### src/rtl/cpu_cycle_controller.sv
// cpu_cycle_controller: multicycle FETCH/DECODE/EXEC/MEM/WB sequencer for the
// 16-bit CPU datapath over a shared single-port memory. Gates the opcode
// decoder's level outputs into one-cycle write/update strobes.
// Optional feature macro: CYCLE_CTRL_PERF_EN adds retired_cnt/cycle_cnt.
module cpu_cycle_controller #(
  parameter int unsigned MEM_LAT = 2
) (
  input  logic       clk,
  input  logic       reset,
  input  logic       run,
  input  logic [4:0] opcode,
  input  logic       dec_regwrite,
  input  logic       dec_memwrite,
  input  logic       dec_nz,
  input  logic       dec_pc_en,
  output logic       ir_load,
  output logic       mem_sel,
  output logic       mem_rd,
  output logic       mem_we,
  output logic       rf_we,
  output logic       nz_we,
  output logic       pc_we,
  output logic [2:0] state,
  output logic       busy
`ifdef CYCLE_CTRL_PERF_EN
  ,
  output logic [31:0] retired_cnt,
  output logic [31:0] cycle_cnt
`endif
);

  typedef enum logic [2:0] {
    IDLE   = 3'd0,
    FETCH  = 3'd1,
    DECODE = 3'd2,
    EXEC   = 3'd3,
    MEM    = 3'd4,
    WB     = 3'd5
  } state_t;

  localparam int unsigned CW = $clog2(MEM_LAT + 1);
  localparam logic [CW-1:0] LAT_LAST = CW'(MEM_LAT - 1);
  localparam logic [4:0] OP_LD = 5'b00100;
  localparam logic [4:0] OP_ST = 5'b00101;

  state_t        cur_state;
  state_t        nxt_state;
  logic [CW-1:0] lat_cnt;
  logic          lat_done;
  logic          is_ld;
  logic          is_st;

  // Memory writes are derived from the opcode, not the decoder level.
  logic unused_dec_memwrite;
  assign unused_dec_memwrite = dec_memwrite;

  assign is_ld    = (opcode == OP_LD);
  assign is_st    = (opcode == OP_ST);
  assign lat_done = (lat_cnt == LAT_LAST);
  assign state    = cur_state;
  assign busy     = (cur_state != IDLE);

  // State register
  always_ff @(posedge clk) begin
    if (reset) cur_state <= IDLE;
    else       cur_state <= nxt_state;
  end

  // Next-state logic; unused encodings fall back to IDLE
  always_comb begin
    nxt_state = IDLE;
    case (cur_state)
      IDLE:    nxt_state = run ? FETCH : IDLE;
      FETCH:   nxt_state = lat_done ? DECODE : FETCH;
      DECODE:  nxt_state = EXEC;
      EXEC:    nxt_state = (is_ld || is_st) ? MEM : WB;
      MEM:     nxt_state = (is_st || lat_done) ? WB : MEM;
      WB:      nxt_state = run ? FETCH : IDLE;
      default: nxt_state = IDLE;
    endcase
  end

  // Memory dwell counter: cleared on every state change, saturates at MEM_LAT-1
  always_ff @(posedge clk) begin
    if (reset) begin
      lat_cnt <= '0;
    end else if (nxt_state != cur_state) begin
      lat_cnt <= '0;
    end else if ((cur_state == FETCH || cur_state == MEM) && !lat_done) begin
      lat_cnt <= lat_cnt + CW'(1);
    end
  end

  // Output decode from state; reset suppresses every strobe in its own cycle
  always_comb begin
    ir_load = 1'b0;
    mem_sel = 1'b0;
    mem_rd  = 1'b0;
    mem_we  = 1'b0;
    rf_we   = 1'b0;
    nz_we   = 1'b0;
    pc_we   = 1'b0;
    if (!reset) begin
      case (cur_state)
        FETCH: begin
          mem_rd  = 1'b1;
          ir_load = lat_done;
        end
        MEM: begin
          mem_sel = 1'b1;
          mem_rd  = is_ld;
          mem_we  = is_st;
        end
        WB: begin
          rf_we = is_ld ? 1'b1 : (is_st ? 1'b0 : dec_regwrite);
          nz_we = dec_nz;
          pc_we = dec_pc_en;
        end
        default: ;
      endcase
    end
  end

`ifdef CYCLE_CTRL_PERF_EN
  // Performance counters: retired instructions and busy cycles, free-wrapping
  always_ff @(posedge clk) begin
    if (reset) begin
      retired_cnt <= '0;
      cycle_cnt   <= '0;
    end else begin
      if (cur_state == WB) retired_cnt <= retired_cnt + 32'd1;
      if (busy)            cycle_cnt   <= cycle_cnt + 32'd1;
    end
  end
`endif

endmodule

### config.mk
export PLATFORM = sky130hd
export DESIGN_NAME = cpu_cycle_controller
export DESIGN_NICKNAME = d
export VERILOG_FILES = /design/src/rtl/cpu_cycle_controller.sv
export SDC_FILE = /design/constraint.sdc
export NUM_CORES = 1
export LEC_CHECK = 0
export ABC_AREA = 1
export CAP_MARGIN = 5
export CELL_PAD_IN_SITES_DETAIL_PLACEMENT = 2
export CELL_PAD_IN_SITES_GLOBAL_PLACEMENT = 2
export CORE_MARGIN = 2
export CORE_UTILIZATION = 17
export DETAILED_ROUTE_END_ITERATION = 7
export PLACE_DENSITY_LB_ADDON = 0.1
export SETUP_SLACK_MARGIN = 0.3
export SLEW_MARGIN = 10
export SYNTH_ARGS = -nofsm -noshare
export SYNTH_HDL_FRONTEND = slang
export SYNTH_SLANG_ARGS = --single-unit
export TNS_END_PERCENT = 100
### constraint.sdc
create_clock -name clk -period 3.2 [get_ports clk]
set_input_delay 0.96 -clock clk [delete_from_list [all_inputs] [get_ports clk]]
set_output_delay 0.96 -clock clk [all_outputs]
set_load 0.1 [all_outputs]
==> flow_metrics.tcl <==
set metrics [dict create \
    leakagePower_uw 0.0003840 \
    synth.area.top_cells "dfxtp_1 25%, nor2_1 15%, nand2_1 14%, inv_1 11%, xnor2_2 4.1%" \
    root_buffer "clkbuf_4" \
    row_count 17 \
    grt_pass1_wl_um 2421 \
    layout_common_cells "13 x nand2_1, 13 x buf_4, 9 x inv_1, 8 x nor2_1, 7 x buf_12" \
    via_count 534 \
    final-setup-viol-count 0 \
    cts_tree "done" \
    diodes 0 \
    dp.cells 118 \
    io_pins 23 \
    peakVddDrop_v 0.0001605 \
    cp-start-kind "input pin" \
    synth_cells 68 \
    avgRoutedWirePerCell_um 10.86 \
    antenna_found_initial 0 \
    drv_slew 0 \
    clk_path_buf_depth 2 \
    hold_viol 0 \
    die_area_mm2 0.002712 \
    rsz0062_at_grt "false" \
    clock-sinks 5 \
    cp.required_ps 2240 \
    relSlewSlack_pct 81.49 \
    ant_nets 0 \
    holdWs_ps 551.4 \
    intPower_uw 162.7 \
    wirelength_um 1412 \
    drc 0 \
    nets 116 \
    grt_pass1_vias 557 \
    cts_made_buffers 3 \
    synth.top_cell.area_share_pct 25.48 \
    seqPwrFrac_pct 25.5 \
    synthToLayoutAreaGrowth_pct 124.2 \
    layout-drive-gt1-share_pct 50.98 \
    yosysWarnings 0 \
    clkTransAtPathRegs_ps 40 \
    fin_crit_sh_pct 88.27 \
    pre_cts_slack_ps -23.61 \
    maxCapViolCount 0 \
    period_minus_slack_ps 2825 \
    insertion_delay_ps 250 \
    dpl.hpwl_um 1122 \
    viasPerCell 4.108 \
    swShare_pct 43.02 \
    netlist_area_um2 392.9 \
    die_h_um 52.08 \
    yosysTopAreaCell "dfxtp_1" \
    seq_area_frac_synth_pct 25.48 \
    hold_path_class "reg -> reg" \
    clock.fmax_mhz 354.0 \
    htreeDepth 1 \
    grt_usage_pct 12.41 \
    synth_cell_types 18 \
    firstDrtPassIters 1 \
    crit_fanout 3 \
    gp_congestion 0.7338 \
    clkPwrFrac_pct 26.4 \
    finClkSkew_ps 2.867 \
    fin_area_um2 880.8 \
    syn_avg_cell_area_um2 5.778 \
    portBuffers 21 \
    cellPowerDensity_mw_per_mm2 324.1 \
    start_util_pct 17.93 \
    crit_type "in -> out" \
    utilization_pct 40.21 \
    crit_chain "dlygate4sd2_1, buf_6, nor2_4, inv_2, o22ai_4, buf_12" \
    gr-total-overflow 0 \
    p_sw_uw 122.8 \
    p_comb_share_pct 48.1 \
    cp_data_arrival_time_ps 1860 \
    status "finished clean" \
    finalNonFillerCells 130 \
    dieWidth_um 52.08 \
    tightest_slew_ps 279.9 \
    ys_seq_elements 5 \
    grt_max_degree 6 \
    syn_nets 81 \
    cp_slowest_stage_delay_ps 250 \
    fp.coreArea_mm2 0.002191 \
    endpoint_kind "output port" \
    cpMaxStageDelayCell "dlygate4sd2_1" \
    drt_iter0_markers 0 \
    worst_slack_ps 375.4 \
    detailed_place.area_um2 770.7 \
]
-- cell type report --
cell class,instances,area (um2)
Fill cell,262,1310
Timing Repair Buffer,31,341.6
Multi-Input combinational cell,49,325.3
Sequential cell,5,103.9
Inverter,13,48.80
Tap cell,28,35.03
Clock buffer,4,26.28
-- state kept, by name, indices dropped and copies added, names as in the netlist --
name and count:
lat_cnt 2, state 3
-- cell families after synthesis --
kind of cell,Yosys count,synth area share (%)
and+or+nand+nor,41,45.54
buffers and inverters,14,13.38
AOI/OAI and AO/OA,6,8.280
DFF,5,25.48
xor gates and xnor gates,1,4.141
adders and majority gates,1,3.184
-- power groups by stage --
stage | registers, uW | logic, uW | clock network [uW]
floorplan | 91.0 | 79.4 | 0
global placement | 73.6 | 131 | 0
detailed placement | 73.9 | 132 | 0
CTS | 72.8 | 137 | 81.6
global route | 73.4 | 148 | 83.5
finish | 72.8 | 137 | 75.5
-- critical path, delay by kind of cell --
kind	cells	cell delay (ps)
compound gates	1	140
buf+inv	4	640
simple gates	1	110
-- path summary, 6_finish.rpt --
kind	startpoint	endpoint	slack, ps	depth (start not counted)
worst min-delay path	lat_cnt[1]$_SDFFE_PP0P_	lat_cnt[1]$_SDFFE_PP0P_	550	4
worst min register to register	lat_cnt[1]$_SDFFE_PP0P_	lat_cnt[1]$_SDFFE_PP0P_	550	4
worst max-delay path	reset	mem_rd	380	6
worst max register to register	state[0]$_SDFF_PP0_	lat_cnt[0]$_SDFFE_PP0P_	1940	8
-- layer usage --
layer	GRT usage, %	part of all wire, %
met1	14.06	41
met2	20.89	49
met3	1.724	7.0
met4	9.211	2.8
met5	0	0
-- cell usage after synthesis, drive strengths merged --
library cell,count
or2,1
ha,1
nor2,18
nor3,1
a31oi,1
xnor2,1
o21ai,1
o22ai,1
clkbuf,1
nand2,18
a21oi,3
nand3,3
dfxtp,5
inv,13
-- metrics by stage --
step / power [uW] / TNS, ps
3_5_place_dp: 206.3 / -32.15
6_report: 285.5 / 0
5_1_grt: 304.8 / 0
2_1_floorplan: 170.4 / -57.25
4_1_cts: 291.0 / 0
3_3_place_gp: 204.4 / 0
-- timing repair --
action	4_1_cts	5_1_grt
buffers inserted	6	2
hold buffers	0	0
setup endpoints to repair	5	2
pin swaps	8	6
gates resized for setup	16	5
Note: power is estimated with default switching activity, not from simulation.
